### src/rtl/regfile_cmd_sequencer.sv
// Register-file command sequencer: turns one decoded register-op request into
// the LATCHSEL/READA/READB/exec/write command stream and reports done or error.
module regfile_cmd_sequencer #(
   parameter int INDEX_WIDTH = 3,
   parameter int ALU_TIMEOUT = 15
) (
   input  logic                   i_clk,
   input  logic                   i_rst_n,
   input  logic                   i_valid,
   output logic                   o_ready,
   input  logic [INDEX_WIDTH-1:0] i_sel_a,
   input  logic [INDEX_WIDTH-1:0] i_sel_b,
   input  logic [INDEX_WIDTH-1:0] i_sel_c,
   input  logic                   i_use_b,
   input  logic [1:0]             i_wsel,
   output logic [3:0]             o_cmd,
   output logic [INDEX_WIDTH-1:0] o_sel_a,
   output logic [INDEX_WIDTH-1:0] o_sel_b,
   output logic [INDEX_WIDTH-1:0] o_sel_c,
   output logic [1:0]             o_alu_wsel,
   output logic                   o_alu_start,
   input  logic                   i_alu_done,
   output logic                   o_done,
   output logic                   o_err
);

   typedef enum logic [3:0] {
      CMD_NOP      = 4'd0,
      CMD_READA    = 4'd1,
      CMD_READB    = 4'd2,
      CMD_LATCHSEL = 4'd4,
      CMD_ALU_WE   = 4'd6,
      CMD_SP_WE    = 4'd7
   } command_t;

   typedef enum logic [1:0] {
      WSEL_NONE = 2'd0,
      WSEL_REGC = 2'd1,
      WSEL_REGF = 2'd2,
      WSEL_RFU  = 2'd3
   } write_sel_t;

   typedef enum logic [2:0] {
      ST_IDLE,
      ST_SEL,
      ST_RDA,
      ST_RDB,
      ST_EXEC,
      ST_WB
   } state_t;

   localparam int CNT_W = $clog2(ALU_TIMEOUT + 1);
   localparam logic [CNT_W-1:0]       EXEC_LAST = CNT_W'(ALU_TIMEOUT - 1);
   localparam logic [INDEX_WIDTH-1:0] R_ZERO    = '0;
   localparam logic [INDEX_WIDTH-1:0] R_SP      = INDEX_WIDTH'(6);

   state_t                   state_q, state_d;
   logic [INDEX_WIDTH-1:0]   sel_a_q, sel_b_q, sel_c_q;
   logic                     use_b_q;
   write_sel_t               wsel_q;
   logic [CNT_W-1:0]         exec_cnt_q;
   logic                     done_q, err_q;

   command_t                 cmd;
   logic                     alu_start;
   logic                     set_done, set_err;
   logic                     accept;
   logic                     write_to_zero;

   assign accept        = (state_q == ST_IDLE) && i_valid;
   // A REGC write to R_ZERO is architecturally a no-op, so the op ends after EXEC.
   assign write_to_zero = (wsel_q == WSEL_REGC) && (sel_c_q == R_ZERO);

   // NOTE: every signal driven here gets a default first so no path leaves it
   // unassigned; otherwise synthesis infers a latch to hold the old value.
   always_comb begin
      state_d   = state_q;
      cmd       = CMD_NOP;
      alu_start = 1'b0;
      set_done  = 1'b0;
      set_err   = 1'b0;

      case (state_q)
         ST_IDLE: begin
            if (i_valid) state_d = ST_SEL;
         end
         ST_SEL: begin
            cmd     = CMD_LATCHSEL;
            state_d = ST_RDA;
         end
         ST_RDA: begin
            cmd     = CMD_READA;
            state_d = use_b_q ? ST_RDB : ST_EXEC;
         end
         ST_RDB: begin
            cmd     = CMD_READB;
            state_d = ST_EXEC;
         end
         ST_EXEC: begin
            alu_start = (exec_cnt_q == '0);
            // ALU completion is checked before the timeout so a last-cycle done wins.
            if (i_alu_done) begin
               case (wsel_q)
                  WSEL_NONE: begin
                     state_d  = ST_IDLE;
                     set_done = 1'b1;
                  end
                  WSEL_RFU: begin
                     state_d = ST_IDLE;
                     set_err = 1'b1;
                  end
                  default: begin
                     if (write_to_zero) begin
                        state_d  = ST_IDLE;
                        set_done = 1'b1;
                     end else begin
                        state_d = ST_WB;
                     end
                  end
               endcase
            end else if (exec_cnt_q == EXEC_LAST) begin
               state_d = ST_IDLE;
               set_err = 1'b1;
            end
         end
         ST_WB: begin
            cmd      = ((wsel_q == WSEL_REGC) && (sel_c_q == R_SP)) ? CMD_SP_WE : CMD_ALU_WE;
            state_d  = ST_IDLE;
            set_done = 1'b1;
         end
         default: begin
            state_d = ST_IDLE;
         end
      endcase
   end

   // NOTE: state registers use non-blocking assignments so every flop samples
   // the pre-edge values of the others, independent of statement order.
   always_ff @(posedge i_clk or negedge i_rst_n) begin
      if (!i_rst_n) begin
         state_q    <= ST_IDLE;
         exec_cnt_q <= '0;
         done_q     <= 1'b0;
         err_q      <= 1'b0;
      end else begin
         state_q <= state_d;
         done_q  <= set_done;
         err_q   <= set_err;
         if ((state_q == ST_EXEC) && (state_d == ST_EXEC)) begin
            exec_cnt_q <= exec_cnt_q + 1'b1;
         end else begin
            exec_cnt_q <= '0;
         end
      end
   end

   // Captured request fields stay stable for the whole op and after it, until
   // the next accept.
   always_ff @(posedge i_clk or negedge i_rst_n) begin
      if (!i_rst_n) begin
         sel_a_q <= '0;
         sel_b_q <= '0;
         sel_c_q <= '0;
         use_b_q <= 1'b0;
         wsel_q  <= WSEL_NONE;
      end else if (accept) begin
         sel_a_q <= i_sel_a;
         sel_b_q <= i_sel_b;
         sel_c_q <= i_sel_c;
         use_b_q <= i_use_b;
         wsel_q  <= write_sel_t'(i_wsel);
      end
   end

   assign o_ready     = (state_q == ST_IDLE);
   assign o_cmd       = cmd;
   assign o_alu_start = alu_start;
   assign o_sel_a     = sel_a_q;
   assign o_sel_b     = sel_b_q;
   assign o_sel_c     = sel_c_q;
   assign o_alu_wsel  = wsel_q;
   assign o_done      = done_q;
   assign o_err       = err_q;

endmodule
### config.mk
export PLATFORM = sky130hd
export DESIGN_NAME = regfile_cmd_sequencer
export DESIGN_NICKNAME = d
export VERILOG_FILES = /design/src/rtl/regfile_cmd_sequencer.sv
export SDC_FILE = /design/constraint.sdc
export NUM_CORES = 1
export LEC_CHECK = 0
export ABC_AREA = 0
export ABC_CLOCK_PERIOD_IN_PS = 3800
export CAP_MARGIN = 25
export CORE_MARGIN = 4
export CORE_UTILIZATION = 40
export CTS_BUF_LIST = sky130_fd_sc_hd__clkbuf_4 sky130_fd_sc_hd__clkbuf_8
export DETAILED_ROUTE_END_ITERATION = 12
export PLACE_DENSITY = 0.75
export SLEW_MARGIN = 20
export SYNTH_ARGS = -nofsm -noshare
export SYNTH_HDL_FRONTEND = slang
export SYNTH_SLANG_ARGS = --single-unit
### constraint.sdc
create_clock -name i_clk -period 3.8 [get_ports i_clk]
set_clock_uncertainty 0.1 [all_clocks]
set_input_delay 0.38 -clock i_clk [delete_from_list [all_inputs] [get_ports i_clk]]
set_output_delay 0.38 -clock i_clk [all_outputs]
set_load 0.05 [all_outputs]
# --- Word-level counts from Yosys, hierarchy flattened ---
# Index checks and enable logic that the tools add are counted.
totals:
  latch_bits: 0
  output_inout_bits: 19
  n_memories: 0
  ramBits: 0
  in_bits: 16
  register_bits: 21
  mem_bits_ro: 0
  word_cells: 48
op_classes:
  div: 0
  n_reduce_logical: 9
  add_sub_neg: 1
  muxes: 19
  n_mul: 0
  shifts: 0
  eq_ne: 10
  n_lt_le_gt_ge: 0
  n_bitwise: 0
op_table:
  columns: ["cell", "count"]
  rows:
  - ["2-to-1 mux 3 bit", 6]
  - ["case mux 3 bit (5 select lines)", 1]
  - ["== test 3 bit (second input constant)", 4]
  - ["case mux 3 bit (4 select lines)", 1]
  - ["2-to-1 mux 1 bit", 8]
  - ["== test 3 x 2 -> 1 bit (second input constant)", 2]
  - ["logical NOT 3 bit", 2]
  - ["adder 4 x 1 -> 4 bit (second input constant)", 1]
  - ["== test 4 bit (second input constant)", 1]
  - ["logical AND 1 bit", 4]
  - ["logical NOT 4 bit", 1]
  - ["2-to-1 mux 4 bit", 1]
  - ["case mux 1 bit (2 select lines)", 2]
  - ["== test 3 x 1 -> 1 bit (second input constant)", 1]
  - ["== test 2 x 1 -> 1 bit (second input constant)", 1]
  - ["== test 2 bit (second input constant)", 1]
  - ["logical NOT 2 bit", 1]
  - ["OR reduction 2 bit", 1]

# --- Logic depth before layout (Yosys ltp) ---
# Gate-level depths: netlist (run 1).
depth:
  depth_word: 9
  mapped_depth: 5
  mapped_depth_nobuf: 5

# --- Least setup slack after synthesis (run 1) ---
# Ideal clock, no wire load.
synth_path:
  path_type: "register to output"
  startpoint: "register state_q[1]"
  endpoint: "output o_alu_start"
  path_slack_ps: 985
  path_stages_with_launch: 5
  t_arrival_ps: 2335
  n_path_buf: 1
  path_cell_list: "dfrtp_1 > buf_6 > nor2_1 > nand2_1 > nor4b_1"
synth_between:
  elab_chain_len: 2
synth_lines:
  columns: ["item", "line_no", "source"]
  rows:
  - ["from (decl)", "57", "state_t state_q, state_d;"]
  - ["from (signal assigned)", "146", "state_q <= state_d;"]
  - ["== test 3 bit", "83", "case (state_q)"]
  - ["2-to-1 mux 1 bit", "83", null]
  - ["to (decl)", "21", "output logic o_alu_start,"]
# Every way passes these cells.

# --- Worst setup path after layout (run 1) ---
layout_path:
  startpoint: "register state_q[0]"
  endpoint: "output o_alu_start"
# The elaborated chain is that of the path after synthesis.

==> results of run 1 <==
final timing paths:
| path | startpoint | endpoint |
|---|---|---|
| min | i_rst_n | o_sel_a[2] |
| max reg2reg | state_q[1] | o_sel_a[0] |
| min in group i_clk | exec_cnt_q[0] | exec_cnt_q[0] |
| min reg2reg | exec_cnt_q[0] | exec_cnt_q[0] |
| max | state_q[0] | o_alu_start |
| max in group asynchronous | i_rst_n | o_sel_b[0] |
cell usage after synthesis (all sizes together):
library cell,n,share of area (%)
dfrtp,21,49
mux2,10,13
inv,7,2.4
nand2,7,2.4
nor2,7,2.4
ha,6,7.0
buf,4,4.2
nand3,4,1.9
a21oi,3,1.4
nor4b,3,3.8
o21ai,3,1.4
nor2b,2,1.2
a21boi,1,0.70
a221oi,1,1.4
a2bb2oi,1,0.81
a31oi,1,0.58
and2b,1,0.81
and3b,1,0.81
conb,1,0.35
nand4,1,0.58
nor3,1,0.46
o21a,1,0.70
o22ai,1,0.58
or2b,1,0.81
or3,1,0.58
xnor2,1,0.81
xor2,1,0.81
worst max-delay path, stage by stage (launching register included):
cell and delay, ns:
dfrtp_1 0.51, nor2_1 0.18, nand2_1 0.12, nor4b_1 0.26, clkdlybuf4s50_1 0.85
sequential cells by signal (all words and copies together), names as in the netlist:
register	cells
o_sel_c	3
o_sel_b	3
o_err	1
o_sel_a	3
o_alu_wsel	2
exec_cnt_q	4
o_done	1
state_q	3
use_b_q	1
layout make-up:
type	count	area, µm²
tap	30	37.54
timing repair buffer	34	341.6
clock buffer	3	22.52
multi-input combinational	60	483.0
sequential	21	525.5
inverter	7	26.28
fill	228	1081
clock inverter	1	5.005
per-stage QoR:
stage	utilization, %	area [µm²]
2_1_floorplan	-	1080
3_3_place_gp	55.61	1403
3_5_place_dp	55.61	1403
4_1_cts	56.70	1430
5_1_grt	57.14	1441
6_report	57.14	1441
cell families (layout without fill, tap and decap cells):
group | Yosys count | in the layout
multiplexers | 10 | 10
flip-flops | 21 | 21
AND/OR/NAND/NOR | 29 | 29
AO/OA/AOI/OAI | 12 | 12
XOR/XNOR | 2 | 2
buffers and inverters | 11 | 45
other | 1 | 1
adder cells (fa/ha/maj) | 6 | 6
report_power, final:
part	switching [µW]	total, µW	leakage [µW]	internal [µW]
Combinational	459	763	0.000339	303
Sequential	84.4	390	0.000264	306
Clock	69.2	108	0.0000177	39.2
layer usage:
metal	track usage, %	vias up	part of all wire [%]
met2	22.22	24	48
met4	6.329	0	0.47
li1	-	378	-
met1	15.20	366	44
met5	0	-	0
met3	4.536	2	6.8
==> impl_metrics.env, run 1 <==
export IMPL_layout_common_cells="clkdlybuf4s50_1 (33), dfrtp_1 (21), inv_1 (7), nand2_1 (7), nor2_1 (7)"
export IMPL_outcome="finished, final reports clean"
export IMPL_final_instance_count_excl_fill=156
export IMPL_postCtsSetupBuffers=0
export IMPL_rows=18
export IMPL_initial_core_util_pct=42.81
export IMPL_die_w_um=59.96
export IMPL_grt_max_degree=22
export IMPL_place_ws_ns=1.419
export IMPL_ys_seq_area_share_pct=48.67
export IMPL_dpl_hpwl_mm=1.626
export IMPL_numPortBuffers=33
export IMPL_worst_setup_path_type="reg -> out"
export IMPL_synthDistinctLibCells=31
export IMPL_syn_inst=92
export IMPL_synth_area_um2=1080
export IMPL_yosysWarningCount=0
export IMPL_ir_drop_uv=603.9
export IMPL_synthesis_nets=114
export IMPL_synth_seq_cells=21
export IMPL_avgRoutedWirePerCell_um=13.53
export IMPL_maxSlewViolCount=0
export IMPL_critPathRequiredTime_ns=3.32
export IMPL_num_vias=770
export IMPL_cts_resized=0
export IMPL_fin_crit_sh_pct=71.37
export IMPL_synth_area_per_cell_um2=11.74
export IMPL_clockBufferDepth=2
export IMPL_antenna_found_initial=0
export IMPL_min_period_ns=2.712
export IMPL_hold_viol_final=0
export IMPL_timing_hold_ws_ns=0.2480
export IMPL_grt_pass1_wl_mm=3.539
export IMPL_route_detailed_drc=0
export IMPL_viasPerCell=4.936
export IMPL_layout_cells_most_common="clkdlybuf4s50_1"
export IMPL_clock_fmax_ghz=0.3687
export IMPL_synthXorXnorAreaFrac_pct=1.622
export IMPL_power_uw=1261
export IMPL_p_leak_uw=0.0006211
export IMPL_cts_root_buf="clkbuf_4"
export IMPL_clock_sinks=21
export IMPL_final_nets=149
export IMPL_htree_levels=1
export IMPL_drt_first_pass_iters=4
export IMPL_rrSetupSlack_ns=1.77
export IMPL_cts_tree="yes"
export IMPL_drive_gt1_share_pct=15.08
export IMPL_endpoint_kind="primary output"
export IMPL_numCtsBuffers=3
export IMPL_fp_coreArea_um2=2522
export IMPL_grt_overflow_total=0
export IMPL_setup_viol=0
export IMPL_synth_top_family_by_area="simple AND/OR/NAND/NOR gates"
export IMPL_grt_total_usage_pct=13.34
export IMPL_wirelength_mm=2.111
export IMPL_grt_pass1_vias=867
export IMPL_synth_mux_area_share_pct=12.51
export IMPL_syn_to_final_growth_pct=33.49
export IMPL_tns_ns=0
export IMPL_tightest_slew_ns=0.9691
export IMPL_dp_cells=151
export IMPL_critPathArrivalTime_ns=2.23
export IMPL_slew_headroom_pct=35.12
export IMPL_first_iter_violations=10
export IMPL_clkSlewWorstSetupHoldPaths_ns=0.12
export IMPL_fin_ws_ns=1.088
export IMPL_ctsHoldBuffers=0
export IMPL_rsz0062_at_grt="no"
export IMPL_r2r_cells=2
export IMPL_antennaDiodeCount=0
export IMPL_synth_simple_area_share_pct=15.76
export IMPL_synth_compound_area_share_pct=7.532
export IMPL_hold_path_class="in -> async"
export IMPL_synth_adder_area_share_pct=6.952
export IMPL_design_portCount=35
export IMPL_cellPowerDensity_nw_per_um2=875.1
export IMPL_insertion_delay_ns=0.30
export IMPL_die_y_um=59.96
export IMPL_gp_congestion=0.7733
export IMPL_max_cap_violations=0
export IMPL_critPathMaxFanout=9
export IMPL_die_area_um2=3595
export IMPL_worst_setup_path_start_kind="flop"
export IMPL_ant_nets=0
Power figures use the tool's default switching activity.
==> inputs of run 2 (changes only) <==
--- a/config.mk
+++ b/config.mk
@@ -6,7 +6,7 @@
 export NUM_CORES = 1
 export LEC_CHECK = 0
 export ABC_AREA = 0
-export ABC_CLOCK_PERIOD_IN_PS = 3800
+export ABC_CLOCK_PERIOD_IN_PS = 2520
 export CAP_MARGIN = 25
 export CORE_MARGIN = 4
 export CORE_UTILIZATION = 40
==> constraint.sdc (replaced) <==
create_clock -name i_clk -period 2.52 [get_ports i_clk]
set_clock_uncertainty 0.1 [all_clocks]
set_input_delay 0.252 -clock i_clk [delete_from_list [all_inputs] [get_ports i_clk]]
set_output_delay 0.252 -clock i_clk [all_outputs]
set_load 0.05 [all_outputs]
==> run 2 against run 1 <==
Sequential share of layout area is 0.13 points lower; core utilization is 0.20 points higher; total power is 52% higher; final cell count is 0.64% higher; global-route usage is 0.19 points lower; clock power is 55% higher; register-to-register slack worse by 0.98 ns; first-iteration DRC count is 50% higher; combinational power is 52% higher; clock-buffer cell count is 1 higher.
==> impl_metrics.env, run 2 (synthesis results as in run 1) <==
export IMPL_outcome="finished, final reports clean"
export IMPL_grt_pass1_wl_mm=3.546
export IMPL_die_y_um=59.96
export IMPL_dp_cells=153
export IMPL_crit_path_max_incr_delay_ns=0.80
export IMPL_tightest_slew_ns=0.6454
export IMPL_slowest_stage="clkdlybuf4s50_1"
export IMPL_slew_headroom_pct=56.37
export IMPL_p_leak_uw=0.0006344
export IMPL_clock_sinks=21
export IMPL_timing_rr_end="state_q[0]"
export IMPL_crit_end="o_cmd[2]"
export IMPL_p_clk_share_pct=8.7
export IMPL_die_w_um=59.96
export IMPL_viasPerCell=4.879
export IMPL_cellPowerDensity_nw_per_um2=1325
export IMPL_ctsHoldBuffers=0
export IMPL_rrSetupSlack_ns=0.79
export IMPL_clockBufferDepth=2
export IMPL_antenna_found_initial=0
export IMPL_comb_power_share_pct=60.4
export IMPL_antennaDiodeCount=0
export IMPL_tns_ns=0
export IMPL_final_nets=150
export IMPL_avgRoutedWirePerCell_um=13.86
export IMPL_final_instance_count_excl_fill=157
export IMPL_postCtsSetupBuffers=0
export IMPL_fin_area_um2=1446
export IMPL_r2r_cells=5
export IMPL_cts_root_buf="clkbuf_4"
export IMPL_clock_fmax_ghz=0.4472
export IMPL_min_period_ns=2.236
export IMPL_clkSlewWorstSetupHoldPaths_ns=0.12
export IMPL_worstReg2RegStart="o_alu_wsel[1]"
export IMPL_first_iter_violations=15
export IMPL_htree_levels=1
export IMPL_worst_setup_path_start_kind="flop"
export IMPL_critPathMaxFanout=9
export IMPL_critPathArrivalTime_ns=1.88
export IMPL_crit_path_cell_trace="and2b_2, clkdlybuf4s50_1"
export IMPL_grt_overflow_total=0
export IMPL_ir_drop_uv=875.2
export IMPL_hold_path_class="in -> async"
export IMPL_fillers=228
export IMPL_numPortBuffers=33
export IMPL_cts_resized=0
export IMPL_num_vias=766
export IMPL_gp_congestion=0.7953
export IMPL_critPathRequiredTime_ns=2.17
export IMPL_grt_pass1_vias=803
export IMPL_worst_setup_path_type="reg -> out"
export IMPL_layout_cells_most_common="clkdlybuf4s50_1"
export IMPL_intPower_uw=990.9
export IMPL_wirelength_mm=2.176
export IMPL_timing_hold_ws_ns=0.1815
export IMPL_fp_coreArea_um2=2522
export IMPL_dpl_hpwl_mm=1.742
export IMPL_setup_viol=0
export IMPL_power_switching_uw=925.8
export IMPL_cts_tree="yes"
export IMPL_switching_share_pct=48.30
export IMPL_endpoint_kind="primary output"
export IMPL_ant_nets=0
export IMPL_rsz0062_at_grt="no"
export IMPL_grt_total_usage_pct=13.14
export IMPL_crit_start="state_q[1]"
export IMPL_grt_max_degree=22
export IMPL_fin_crit_sh_pct=88.75
export IMPL_drt_first_pass_iters=4
export IMPL_multiInputGateArea_um2=489.2
export IMPL_numCtsBuffers=3
export IMPL_rows=18
export IMPL_maxSlewViolCount=0
export IMPL_initial_core_util_pct=42.81
export IMPL_dpl_cell_area_um2=1416
export IMPL_syn_to_final_growth_pct=33.95
export IMPL_top_register="exec_cnt_q"
export IMPL_insertion_delay_ns=0.29
export IMPL_layout_common_cells="clkdlybuf4s50_1 (30), dfrtp_1 (21), inv_1 (7), nand2_1 (7), nor2_1 (7)"
export IMPL_power_frac_seq_pct=30.8
export IMPL_hold_viol_final=0
export IMPL_seq_area_um2=525.5
export IMPL_design_portCount=35
export IMPL_route_detailed_drc=0
export IMPL_largest_reg_flops=4
export IMPL_drive_gt1_share_pct=18.90
export IMPL_die_area_um2=3595
export IMPL_max_cap_violations=0
run 2: area by class of cell:
cell class / count / share of cell area [%]
repair buffers: 35 / 23.36
inverters: 7 / 1.817
flip-flops and latches: 21 / 36.33
well taps: 30 / 2.595
multi-input cells: 60 / 33.82
clock buffers: 4 / 2.076
run 2: how the worst min path moves through the flow:
stage	start	slack [ns]	to	cells past startpoint
finish	i_rst_n	0.18	o_sel_b[2]	2
global route	i_rst_n	0.19	o_sel_b[0]	2
CTS	i_rst_n	0.18	o_sel_b[0]	2
detailed placement	exec_cnt_q[0]	0.39	exec_cnt_q[0]	1
global placement	exec_cnt_q[0]	0.37	exec_cnt_q[0]	1
floorplan	i_rst_n	-0.14	exec_cnt_q[0]	0
run 2: worst max-delay path, delay by kind of cell, from the launching register on:
kind	cells	cell delay, ns
and+or+nand+nor	1	0.29
DFF	1	0.51
buffers and inverters	1	0.80
run 2: power by group through the flow:
stage          logic (µW)  registers (µW)  clock network [µW]
2_1_floorplan         548             883                   0
3_5_place_dp         1160             599                   0
6_report             1160             591                 167
4_1_cts              1170             594                 174
3_3_place_gp         1150             585                   0
5_1_grt              1210             614                 189
run 2: stage by stage:
step,utilization [%],total power (µW),setup slack [ns]
finish,57.34,1917,0.2836
global route,57.34,2017,0.2096
CTS,57.34,1937,0.2704
detailed placement,56.15,1761,0.6103
global placement,56.15,1737,0.6297
floorplan,-,1431,0.2440
run 2: routing by layer:
layer | part of all wire (%) | up-vias | global-route usage [%]
met3 | 5.3 | 2 | 4.104
met2 | 50 | 20 | 22.53
met1 | 44 | 364 | 16.24
li1 | - | 380 | -
met4 | 0.55 | 0 | 2.532
met5 | 0 | - | 0
==> inputs of run 3 (changes only) <==
--- a/config.mk
+++ b/config.mk
@@ -11,6 +11,7 @@
 export CORE_MARGIN = 4
 export CORE_UTILIZATION = 40
 export CTS_BUF_LIST = sky130_fd_sc_hd__clkbuf_4 sky130_fd_sc_hd__clkbuf_8
+export CTS_CLUSTER_SIZE = 14
 export DETAILED_ROUTE_END_ITERATION = 12
 export PLACE_DENSITY = 0.75
 export SLEW_MARGIN = 20
==> results of run 3 <==
Final layout, timing and power as in run 2 (identical DEF).
